--- src/rtl/lcd_pkg.sv ---
// Shared definitions for the HD44780 bus monitor: opcode masks, DDRAM layout
// constants, FSM state type and the address-counter stepping rule.
package lcd_pkg;

    localparam logic [7:0] CMD_CLEAR   = 8'h01;
    localparam logic [7:0] CMD_HOME    = 8'h02;
    localparam logic [7:0] CMD_ENTRY   = 8'h04;
    localparam logic [7:0] CMD_DISPCTL = 8'h08;
    localparam logic [7:0] CMD_SHIFT   = 8'h10;
    localparam logic [7:0] CMD_FUNCSET = 8'h20;
    localparam logic [7:0] CMD_SETCG   = 8'h40;
    localparam logic [7:0] CMD_SETDD   = 8'h80;

    localparam logic [6:0] LINE0_BASE = 7'h00;
    localparam logic [6:0] LINE1_BASE = 7'h40;
    localparam logic [6:0] LINE_LEN   = 7'd40;
    localparam logic [6:0] LINE0_LAST = LINE0_BASE + LINE_LEN - 7'd1;
    localparam logic [6:0] LINE1_LAST = LINE1_BASE + LINE_LEN - 7'd1;

    localparam int CELLS   = 32;
    localparam int CELL_AW = 5;

    typedef enum logic {
        IDLE,
        CLEAR
    } lcd_mon_state_t;

    // Next DDRAM address after a data write. Holes between the two lines and
    // above line 1 are legal AC values; any step out of them lands on the
    // start of the following line regardless of direction.
    function automatic logic [6:0] ac_step(input logic [6:0] ac, input logic inc);
        logic [6:0] nxt;
        if (ac > LINE1_LAST) begin
            nxt = LINE0_BASE;
        end else if (ac > LINE0_LAST && ac < LINE1_BASE) begin
            nxt = LINE1_BASE;
        end else if (inc) begin
            if (ac == LINE0_LAST)      nxt = LINE1_BASE;
            else if (ac == LINE1_LAST) nxt = LINE0_BASE;
            else                       nxt = ac + 7'd1;
        end else begin
            if (ac == LINE0_BASE)      nxt = LINE1_LAST;
            else if (ac == LINE1_BASE) nxt = LINE0_LAST;
            else                       nxt = ac - 7'd1;
        end
        return nxt;
    endfunction

endpackage

--- src/rtl/lcd_ddram_shadow.sv ---
// 32x8 shadow of the visible screen: one write port, one registered read port.
// A read of the cell being written in the same cycle returns the old byte.
module lcd_ddram_shadow
    import lcd_pkg::*;
(
    input  logic               clk_i,
    input  logic               reset_n_i,
    input  logic               we_i,
    input  logic [CELL_AW-1:0] waddr_i,
    input  logic [7:0]         wdata_i,
    input  logic               rd_en_i,
    input  logic [CELL_AW-1:0] raddr_i,
    output logic [7:0]         rdata_o
);

    logic [7:0] mem_q [CELLS];
    logic [7:0] rdata_q;

    // Storage array; contents are defined by the sweep, so no reset here.
    always_ff @(posedge clk_i) begin
        if (we_i) begin
            mem_q[waddr_i] <= wdata_i;
        end
    end

    // Registered read, held at zero until the array has been swept once.
    always_ff @(posedge clk_i or negedge reset_n_i) begin
        if (!reset_n_i) begin
            rdata_q <= 8'h00;
        end else begin
            rdata_q <= rd_en_i ? mem_q[raddr_i] : 8'h00;
        end
    end

    assign rdata_o = rdata_q;

endmodule

--- src/rtl/lcd_hd44780_monitor.sv ---
// Receiving side of an 8-bit HD44780 bus: synchronizes the async pins, detects
// the E falling edge, decodes commands/data and keeps a 2x16 screen shadow.
// Visible columns are limited to 16 per line by the 32-cell shadow.
module lcd_hd44780_monitor
    import lcd_pkg::*;
#(
    parameter int         SYNC_STAGES = 2,
    parameter int         COLS        = 16,
    parameter logic [7:0] CLEAR_CHAR  = 8'h20
) (
    input  logic       clk,
    input  logic       reset_n,
    input  logic       lcd_rs,
    input  logic       lcd_e,
    input  logic [7:0] lcd_d,
    input  logic [4:0] rd_addr,
    output logic [7:0] rd_data,
    output logic       display_on,
    output logic [6:0] cursor_addr,
    output logic       busy,
    output logic       update,
    output logic       overflow
);

    localparam int         LAST   = SYNC_STAGES - 1;
    localparam logic [6:0] COLS_W = 7'(COLS);

    logic [SYNC_STAGES-1:0] rs_sync_q;
    logic [SYNC_STAGES-1:0] e_sync_q;
    logic [7:0]             d_sync_q [SYNC_STAGES];
    logic                   e_last_q;
    logic                   strobe;
    logic                   stb_q, stb_rs_q;
    logic [7:0]             stb_dat_q;

    lcd_mon_state_t state_q, state_d;
    logic [4:0]     cnt_q, cnt_d;
    logic [6:0]     ac_q, ac_d;
    logic           id_q, id_d;
    logic           cg_q, cg_d;
    logic           disp_q, disp_d;
    logic           pend_v_q, pend_v_d;
    logic           pend_rs_q, pend_rs_d;
    logic [7:0]     pend_dat_q, pend_dat_d;
    logic           ovf_q, ovf_d;
    logic           boot_q, boot_d;
    logic           swept_q, swept_d;
    logic           upd_q, upd_d;

    logic           we;
    logic [4:0]     waddr;
    logic [7:0]     wdata;
    logic           exec_v, exec_rs;
    logic [7:0]     exec_dat;
    logic           ac_visible;

    assign strobe     = e_last_q & ~e_sync_q[LAST];
    assign ac_visible = (ac_q < LINE0_BASE + COLS_W) ||
                        (ac_q >= LINE1_BASE && ac_q < LINE1_BASE + COLS_W);

    // Input synchronizers and strobe capture; rs/d are taken from the same
    // synchronized cycle in which E is seen falling.
    always_ff @(posedge clk or negedge reset_n) begin
        if (!reset_n) begin
            rs_sync_q <= '0;
            e_sync_q  <= '0;
            for (int i = 0; i < SYNC_STAGES; i++) d_sync_q[i] <= 8'h00;
            e_last_q  <= 1'b0;
            stb_q     <= 1'b0;
            stb_rs_q  <= 1'b0;
            stb_dat_q <= 8'h00;
        end else begin
            rs_sync_q   <= {rs_sync_q[SYNC_STAGES-2:0], lcd_rs};
            e_sync_q    <= {e_sync_q[SYNC_STAGES-2:0], lcd_e};
            d_sync_q[0] <= lcd_d;
            for (int i = 1; i < SYNC_STAGES; i++) d_sync_q[i] <= d_sync_q[i-1];
            e_last_q  <= e_sync_q[LAST];
            stb_q     <= strobe;
            stb_rs_q  <= rs_sync_q[LAST];
            stb_dat_q <= d_sync_q[LAST];
        end
    end

    // Controller state registers.
    always_ff @(posedge clk or negedge reset_n) begin
        if (!reset_n) begin
            state_q    <= IDLE;
            cnt_q      <= 5'd0;
            ac_q       <= LINE0_BASE;
            id_q       <= 1'b1;
            cg_q       <= 1'b0;
            disp_q     <= 1'b0;
            pend_v_q   <= 1'b0;
            pend_rs_q  <= 1'b0;
            pend_dat_q <= 8'h00;
            ovf_q      <= 1'b0;
            boot_q     <= 1'b1;
            swept_q    <= 1'b0;
            upd_q      <= 1'b0;
        end else begin
            state_q    <= state_d;
            cnt_q      <= cnt_d;
            ac_q       <= ac_d;
            id_q       <= id_d;
            cg_q       <= cg_d;
            disp_q     <= disp_d;
            pend_v_q   <= pend_v_d;
            pend_rs_q  <= pend_rs_d;
            pend_dat_q <= pend_dat_d;
            ovf_q      <= ovf_d;
            boot_q     <= boot_d;
            swept_q    <= swept_d;
            upd_q      <= upd_d;
        end
    end

    // Sweep/idle sequencing, pending slot, and decode of the executed strobe.
    always_comb begin
        state_d    = state_q;
        cnt_d      = cnt_q;
        ac_d       = ac_q;
        id_d       = id_q;
        cg_d       = cg_q;
        disp_d     = disp_q;
        pend_v_d   = pend_v_q;
        pend_rs_d  = pend_rs_q;
        pend_dat_d = pend_dat_q;
        ovf_d      = ovf_q;
        boot_d     = boot_q;
        swept_d    = swept_q;
        upd_d      = 1'b0;
        we         = 1'b0;
        waddr      = cnt_q;
        wdata      = CLEAR_CHAR;
        exec_v     = 1'b0;
        exec_rs    = 1'b0;
        exec_dat   = 8'h00;

        case (state_q)
            CLEAR: begin
                we    = 1'b1;
                cnt_d = cnt_q + 5'd1;
                if (stb_q) begin
                    if (pend_v_q) begin
                        ovf_d = 1'b1;
                    end else begin
                        pend_v_d   = 1'b1;
                        pend_rs_d  = stb_rs_q;
                        pend_dat_d = stb_dat_q;
                    end
                end
                if (cnt_q == 5'(CELLS - 1)) begin
                    state_d = IDLE;
                    cnt_d   = 5'd0;
                    ac_d    = LINE0_BASE;
                    id_d    = 1'b1;
                    upd_d   = 1'b1;
                    swept_d = 1'b1;
                end
            end
            default: begin
                if (boot_q) begin
                    boot_d  = 1'b0;
                    state_d = CLEAR;
                    cnt_d   = 5'd0;
                    if (stb_q) begin
                        pend_v_d   = 1'b1;
                        pend_rs_d  = stb_rs_q;
                        pend_dat_d = stb_dat_q;
                    end
                end else if (pend_v_q) begin
                    exec_v     = 1'b1;
                    exec_rs    = pend_rs_q;
                    exec_dat   = pend_dat_q;
                    pend_v_d   = stb_q;
                    pend_rs_d  = stb_rs_q;
                    pend_dat_d = stb_dat_q;
                end else if (stb_q) begin
                    exec_v   = 1'b1;
                    exec_rs  = stb_rs_q;
                    exec_dat = stb_dat_q;
                end
            end
        endcase

        if (exec_v) begin
            if (!exec_rs) begin
                if (|(exec_dat & CMD_SETDD)) begin
                    ac_d = exec_dat[6:0];
                    cg_d = 1'b0;
                end else if (|(exec_dat & CMD_SETCG)) begin
                    cg_d = 1'b1;
                end else if (|(exec_dat & (CMD_FUNCSET | CMD_SHIFT))) begin
                    ac_d = ac_q;
                end else if (|(exec_dat & CMD_DISPCTL)) begin
                    disp_d = exec_dat[2];
                    upd_d  = (exec_dat[2] != disp_q);
                end else if (|(exec_dat & CMD_ENTRY)) begin
                    id_d = exec_dat[1];
                end else if (|(exec_dat & CMD_HOME)) begin
                    ac_d = LINE0_BASE;
                end else if (|(exec_dat & CMD_CLEAR)) begin
                    state_d = CLEAR;
                    cnt_d   = 5'd0;
                end
            end else if (!cg_q) begin
                if (ac_visible) begin
                    we    = 1'b1;
                    waddr = {ac_q[6], ac_q[3:0]};
                    wdata = exec_dat;
                    upd_d = 1'b1;
                end
                ac_d = ac_step(ac_q, id_q);
            end
        end
    end

    lcd_ddram_shadow u_shadow (
        .clk_i     (clk),
        .reset_n_i (reset_n),
        .we_i      (we),
        .waddr_i   (waddr),
        .wdata_i   (wdata),
        .rd_en_i   (swept_q),
        .raddr_i   (rd_addr),
        .rdata_o   (rd_data)
    );

    assign display_on  = disp_q;
    assign cursor_addr = ac_q;
    assign busy        = (state_q == CLEAR);
    assign update      = upd_q;
    assign overflow    = ovf_q;

endmodule

--- config.mk ---
export PLATFORM = sky130hd
export DESIGN_NAME = lcd_hd44780_monitor
export DESIGN_NICKNAME = d
export VERILOG_FILES = /design/src/rtl/lcd_pkg.sv /design/src/rtl/lcd_ddram_shadow.sv /design/src/rtl/lcd_hd44780_monitor.sv
export SDC_FILE = /design/constraint.sdc
export NUM_CORES = 1
export LEC_CHECK = 0
export CAP_MARGIN = 40
export CORE_MARGIN = 2
export CORE_UTILIZATION = 39
export DETAILED_ROUTE_END_ITERATION = 16
export GPL_TIMING_DRIVEN = 0
export HOLD_SLACK_MARGIN = 0.06
export PLACE_DENSITY_LB_ADDON = 0.25
export SYNTH_ARGS = -nofsm -noshare
export SYNTH_HDL_FRONTEND = slang
export SYNTH_SLANG_ARGS = --single-unit
--- constraint.sdc ---
create_clock -name clk -period 2.6 [get_ports clk]
set_input_delay 0.52 -clock clk [delete_from_list [all_inputs] [get_ports clk]]
set_output_delay 0.52 -clock clk [all_outputs]
set_load 0.05 [all_outputs]
==> results.py, run 1 <==
metrics = {
    "status": {
        "status": "finished, final reports clean",
    },
    "logic_synthesis": {
        "synth-seq-cells": 325,
        "async_flop_share_pct": 21.2,
        "synth_top_family_by_area": "multiplexers",
        "ys_seq_area_share_pct": 71.1,
        "syn_area_um2": 13300,
        "synth_compound_area_share_pct": 4.45,
        "synthSimpleGateAreaFrac_pct": 6.23,
        "synthAdderAreaFrac_pct": 0.567,
        "ys_types": 61,
        "netlist_instances": 739,
        "synth_xor_area_share_pct": 0.330,
        "syn_area_per_cell_um2": 17.9,
        "synthFlopType": "edfxtp_1",
        "syn-num-nets": 762,
        "ys.warnings.count": 0,
        "synth_mux_area_share_pct": 15.9,
        "synth-edff-count": 256,
    },
    "power": {
        "switching_share_pct": 27.8,
        "power_density_nw_per_um2": 798,
        "power.internal_mw": 9.56,
        "power_frac_clock_pct": 37.2,
        "comb_power_share_pct": 17.2,
        "leakage_nw": 5.19,
        "switchingPower_mw": 3.68,
        "vdd_drop_max_mv": 0.771,
        "finalPower_mw": 13.2,
        "seqPwrFrac_pct": 45.6,
    },
    "floorplan": {
        "io_pins": 36,
        "fp.dieW_um": 188,
        "die_h_um": 188,
        "start_util_pct": 39.5,
        "core_um2": 33500,
        "rows": 67,
        "die_area_um2": 35500,
    },
    "drt": {
        "drt_iter0_drc": 673,
        "firstDrtPassIters": 4,
        "viasPerCell": 5.35,
        "ant_nets": 0,
        "wl_um": 29400,
        "routed-via-count": 7169,
        "drc": 0,
        "post_drt_wl_per_cell_um": 21.9,
    },
    "critical_path": {
        "cp.arrival_ps": 2730,
        "worstSetupStartpointType": "flop",
        "reg2reg_slack_ps": 70,
        "cp.required_ps": 2800,
        "endpoint_kind": "flop",
        "criticalPathCategory": "flop to flop",
        "crit_fanout": 8,
    },
    "place": {
        "gp_congestion": 0.871,
        "port_buffers": 30,
        "place_inst": 1227,
        "hpwl_um": 19500,
        "dp_slack_ps": -820,
    },
    "timing": {
        "slew_headroom_pct": 46.6,
        "fin_ws_ps": 69.4,
        "tightest_slew_ps": 800,
        "skew_ps": 17.6,
        "clock.fmax_mhz": 395,
        "min_period_over_period_pct": 97.3,
        "tns_ps": 0,
        "slew_violations": 0,
        "hold_viol_final": 0,
        "setup_viol": 0,
        "rsz0062_at_grt": "yes",
        "fin_crit_ps": 2530,
    },
    "finish": {
        "finalNonFillerCells": 1341,
        "syn_to_final_growth_pct": 25.2,
        "nNetsFinal": 889,
        "layout-drive-gt1-share_pct": 34.3,
        "utilization_pct": 49.5,
        "nFillCells": 2752,
        "n_antenna_cell": 0,
    },
    "clock_tree": {
        "root_buffer": "clkbuf_16",
        "clkTransAtPathRegs_ps": 60,
        "cts_buffers": 36,
        "htree_num_levels": 2,
        "cts_buffer_depth": 3,
        "cts_sinks": 325,
        "clock_latency_ps": 530,
        "cts_tree": "done",
    },
    "grt": {
        "grt_max_degree": 68,
        "antenna_found_initial": 0,
        "grt_overflow": 0,
        "grt_pass1_vias": 7308,
        "grt_use_total_pct": 16.9,
        "grt_pass1_wl_um": 44800,
    },
    "job": {
        "maxCapViolCount": 0,
    },
    "worst_hold_path": {
        "hp-class": "input pin to async pin",
    },
}
-- per-stage QoR --
step	area, µm²	hold WS [ps]
finish	16600	335
global route	16600	333
CTS	16400	322
detailed placement	14400	333
global placement	14300	332
floorplan	13400	224
-- cell type report --
cell class / instances / area, µm² / share of cell area (%)
Buffer: 35 / 168 / 1.01
Clock buffer: 43 / 948 / 5.72
Clock inverter: 22 / 211 / 1.27
Inverter: 10 / 37.5 / 0.226
Multi-Input combinational cell: 367 / 4040 / 24.3
Sequential cell: 325 / 9420 / 56.8
Tap cell: 448 / 561 / 3.38
Timing Repair Buffer: 91 / 1210 / 7.27
-- placed cells by master (no fill, tap or decap), types with 4 or more instances in the layout --
cell type,instances
edfxtp_1,256
mux4_2,80
dfrtp_1,64
clkbuf_16,37
nor2_4,34
nor2_1,29
clkdlybuf4s50_1,29
buf_12,27
nand2_1,25
buf_4,22
clkbuf_1,18
a21oi_1,15
mux2i_1,14
mux2_2,13
nor3_1,12
nor2b_1,11
o21ai_0,11
buf_2,10
inv_1,10
nand2_2,10
clkbuf_2,9
nand3_1,7
a221o_1,6
ha_1,6
nand3b_1,5
a22oi_1,5
clkinv_2,5
clkinvlp_4,5
buf_8,5
o211ai_1,4
or2_2,4
xnor2_1,4
nand2b_1,4
a21o_1,4
clkinv_1,4
buf_6,4
-- worst max-delay path, stage by stage, from the launching register on --
cell	delay, ps
dfstp_2	410
or2_4	290
a2111oi_4	330
buf_6	180
mux2i_4	90
buf_6	140
o32a_4	440
nor2_4	310
-- worst paths after layout --
path                        startpoint                     to  depth (start not counted)
max in group asynchronous      reset_n                   id_q                          3
min reg2reg                d_sync_q[9]            d_sync_q[1]                          0
max reg2reg                     boot_q  u_shadow.mem_q[31][5]                          7
max                             boot_q  u_shadow.mem_q[31][5]                          7
min                            reset_n         cursor_addr[0]                          2
min in group clk           d_sync_q[9]            d_sync_q[1]                          0
-- kinds of logic (layout without fill, tap and decap cells) --
kind of cell	after synthesis	count (layout)
DFF	325	325
adders and majority gates	6	6
xor gates and xnor gates	5	5
and+or+nand+nor	169	169
buffers and inverters	47	201
muxes	109	109
AOI/OAI and AO/OA	78	78
-- registers in the layout, indices dropped and copies added, names as in the netlist, 2 cells and up --
signal	cells
d_sync_q	16
rs_sync_q	2
cursor_addr	7
cnt_q	5
e_sync_q	2
u_shadow.rdata_o	8
stb_dat_q	8
u_shadow.mem_q	256
pend_dat_q	8
-- timing repair --
| action | 4_1_cts | 5_1_grt |
|---|---|---|
| pin swaps | 33 | 14 |
| buffers inserted | 38 | 12 |
| hold endpoints to repair | 39 | 0 |
| resized for setup | 51 | 26 |
| setup endpoints to repair | 354 | 303 |
| hold buffers | 1 | 0 |
-- power by group through the flow --
stage / combinational [mW] / clock (mW) / sequential, mW
6_report: 2.27 / 4.93 / 6.04
5_1_grt: 2.44 / 5.25 / 6.07
4_1_cts: 2.22 / 5.04 / 6.04
3_5_place_dp: 2.00 / 0 / 6.14
3_3_place_gp: 1.97 / 0 / 6.13
2_1_floorplan: 1.25 / 0 / 6.25
-- per-layer routing --
layer | share of wire [%] | GRT usage (%) | vias up
met2 | 48 | 27.0 | 201
met4 | 2.0 | 4.42 | 0
met3 | 4.9 | 2.74 | 41
li1 | - | - | 3215
met5 | 0 | 0 | -
met1 | 45 | 24.2 | 3712
-- synth_stat cells, types with 2 or more instances --
cell type	count	area, µm²
buf_2	13	65.1
nand4_1	2	12.5
nor3_1	13	65.1
buf_1	3	11.3
mux2_2	13	146
or3_1	3	18.8
mux2i_1	16	160
a22o_1	2	17.5
ha_1	6	75.1
nand3b_1	5	37.5
or2_2	5	31.3
and2_1	4	25.0
a21o_1	4	30.0
o311ai_0	2	17.5
xnor2_1	4	35.0
dfstp_2	2	52.6
nand3_1	7	35.0
edfxtp_1	256	7690
mux4_2	80	1800
a22oi_1	5	37.5
o21ai_1	2	10.0
o31ai_1	2	15.0
a221o_1	6	60.1
o211ai_1	4	30.0
or3b_2	2	17.5
o21ai_0	13	65.1
nor2_1	66	248
and3_1	3	18.8
a211oi_1	2	15.0
a21oi_1	15	75.1
nand2b_1	4	25.0
o41ai_1	2	17.5
o21a_1	2	15.0
dfrtp_1	67	1680
nor2b_1	11	68.8
nand2_1	35	131
nor3b_1	3	22.5
clkbuf_1	21	78.8
inv_1	10	37.5
a31oi_1	3	18.8
Power figures use the tool's default switching activity.
==> inputs of run 2 (changes only) <==
--- a/config.mk
+++ b/config.mk
@@ -8,6 +8,7 @@
 export CAP_MARGIN = 40
 export CORE_MARGIN = 2
 export CORE_UTILIZATION = 39
+export CTS_CLUSTER_DIAMETER = 80
 export DETAILED_ROUTE_END_ITERATION = 16
 export GPL_TIMING_DRIVEN = 0
 export HOLD_SLACK_MARGIN = 0.06
==> results of run 2 <==
Final layout, timing and power as in run 1 (identical DEF).
==> inputs of run 3 (changes only) <==
--- a/config.mk
+++ b/config.mk
@@ -6,7 +6,7 @@
 export NUM_CORES = 1
 export LEC_CHECK = 0
 export CAP_MARGIN = 40
-export CORE_MARGIN = 2
+export CORE_MARGIN = 4
 export CORE_UTILIZATION = 39
 export CTS_CLUSTER_DIAMETER = 80
 export DETAILED_ROUTE_END_ITERATION = 16
==> results.py, run 3 (same netlist as run 1, synthesis figures left out) <==
metrics = {
    "critical_path": {
        "r2r_start": "busy",
        "worstSetupStartpointType": "flop",
        "reg2reg_slack_ps": 50,
        "criticalPathCategory": "flop to flop",
        "rr_worst_depth": 8,
        "crit_fanout": 8,
        "reg2reg_to": "u_shadow.mem_q[17][7]",
        "critical-path-slowest-cell": "dfrtp_2",
        "cp_common_cell": "buf_12",
        "critPathMaxStageDelay_ps": 420,
        "endpoint_kind": "flop",
        "path_cells": "or2_4 > a2111oi_4 > buf_4 > mux2i_4 > a31oi_4 > buf_12 > nor2_4 > buf_12",
        "cp.arrival_ps": 2780,
        "cp.required_ps": 2830,
    },
    "grt": {
        "grt_overflow": 0,
        "grt_pass1_wl_um": 45600,
        "top_usage_layer": "met2",
        "antenna_found_initial": 0,
        "met2_usage_pct": 26.1,
        "use_met3_pct": 3.17,
        "grtUsageMet1_pct": 23.7,
        "grt_pass1_vias": 7406,
        "grt_use_total_pct": 16.4,
        "grt_max_degree": 42,
    },
    "worst_hold_path": {
        "hp-class": "flop to flop",
        "hold_depth": 0,
        "min_from": "d_sync_q[4]",
        "min_to": "stb_dat_q[4]",
    },
    "clock_tree": {
        "clock_latency_ps": 520,
        "root_buffer": "clkbuf_16",
        "cts_tree": "done",
        "htree_num_levels": 2,
        "cts_buffer_depth": 3,
        "clkTransAtPathRegs_ps": 60,
        "cts_buffers": 36,
        "cts_sinks": 325,
    },
    "timing": {
        "tightest_slew_ps": 819,
        "skew_ps": 15.8,
        "hold_viol_final": 0,
        "slew_headroom_pct": 45.3,
        "clock.fmax_mhz": 392,
        "slew_violations": 0,
        "min_period_over_period_pct": 98.0,
        "fin_crit_ps": 2550,
        "setup_viol": 0,
    },
    "finish": {
        "reg.largest.list": "u_shadow.mem_q x256, d_sync_q x16",
        "n_antenna_cell": 0,
        "largest_register_ffs": 256,
        "layout-drive-gt1-share_pct": 34.6,
        "layout_commonest_cell": "edfxtp_1",
        "syn_to_final_growth_pct": 26.1,
        "regMostFlops": "u_shadow.mem_q",
        "finalInstanceArea_um2": 16700,
        "layout_common_cells": "edfxtp_1 (256), mux4_2 (80), dfrtp_1 (64)",
        "nNetsFinal": 894,
        "finalNonFillerCells": 1346,
    },
    "floorplan": {
        "die_h_um": 192,
        "rows": 67,
        "core_um2": 33500,
        "io_pins": 36,
        "fp.dieW_um": 192,
        "start_util_pct": 39.5,
        "die_area_um2": 37000,
    },
    "power": {
        "power_density_nw_per_um2": 800,
        "vdd_drop_max_mv": 0.685,
        "leakage_nw": 5.28,
    },
    "drt": {
        "wl_um": 29500,
        "routed-via-count": 7192,
        "viasPerCell": 5.34,
        "firstDrtPassIters": 7,
        "drt_iter0_drc": 708,
        "ant_nets": 0,
        "post_drt_wl_per_cell_um": 21.9,
        "drc": 0,
    },
    "place": {
        "place_inst": 1228,
        "postPlaceCellArea_um2": 14400,
        "hpwl_um": 19400,
        "port_buffers": 30,
        "gp_congestion": 0.918,
    },
    "job": {
        "maxCapViolCount": 0,
    },
    "status": {
        "status": "finished, final reports clean",
    },
}
-- run 3: cell types whose count changed in the layout (fill, tap and decap cells not counted), moves of 2 or more --
cell,delta
clkinvlp_4,-2
bufinv_16,+2
clkinv_2,+3
nand2_4,+7
buf_16,-2
nand2_2,-7
buf_4,+3
clkinv_4,-2
inv_6,-2
buf_12,+5
o21ai_2,+2
-- run 3: worst max-delay path by stage --
stage / startpoint / end / slack [ps] / cells after the start
4_1_cts: cursor_addr[5] / u_shadow.mem_q[16][7] / -10 / 5
6_report: busy / u_shadow.mem_q[17][7] / 50 / 8
5_1_grt: pend_v_q / u_shadow.mem_q[14][3] / -20 / 9
2_1_floorplan: busy / u_shadow.mem_q[1][0] / -250 / 6
3_5_place_dp: boot_q / u_shadow.mem_q[23][0] / -860 / 8
3_3_place_gp: reset_n / busy / -1600 / 1
-- run 3: metal layers --
metal / vias up / wire, µm
met3: 46 / 1520
met5: - / 0
li1: 3231 / -
met1: 3719 / 13400
met2: 196 / 14000
met4: 0 / 567
-- run 3: through the flow --
stage | util (%) | setup TNS, ps | total power, mW | hold slack, ps | setup WS (ps)
finish | 49.8 | 0 | 13.4 | 345 | 50.7
global route | 49.8 | -895 | 13.9 | 354 | -24.1
CTS | 49.4 | -136 | 13.4 | 346 | -11.0
detailed placement | 43.0 | -225130 | 8.12 | 335 | -858
global placement | 42.5 | -484040 | 8.10 | 333 | -1600
floorplan | - | -51850 | 7.50 | 224 | -245
-- run 3: report_power, final --
part,switching (mW),internal (mW)
Combinational,1.43,0.908
Clock,2.01,2.99
Sequential,0.208,5.83
-- run 3: worst max-delay path, delay by kind of cell, from the launching register on --
family          cells  cell delay (ps)
flops               1              420
mux                 1              380
compound gates      2              490
simple gates        2              410
buf+inv             3              540
-- run 3: layout make-up --
cell class	instances	area [µm²]
clock inverters	21	223
repair buffers	96	1260
clock buffers	44	941
fillers	2768	16800
well taps	448	561
flip-flops and latches	325	9420
plain buffers	35	165
inverters	10	37.5
multi-input cells	367	4110
-- run 3: timing repair --
item / CTS / global route
endpoints found under the setup margin: 352 / 440
hold endpoints to repair: 26 / 0
hold buffers: 1 / 0
pin swaps: 37 / 16
setup buffers: 47 / 8
gates resized for setup: 57 / 36
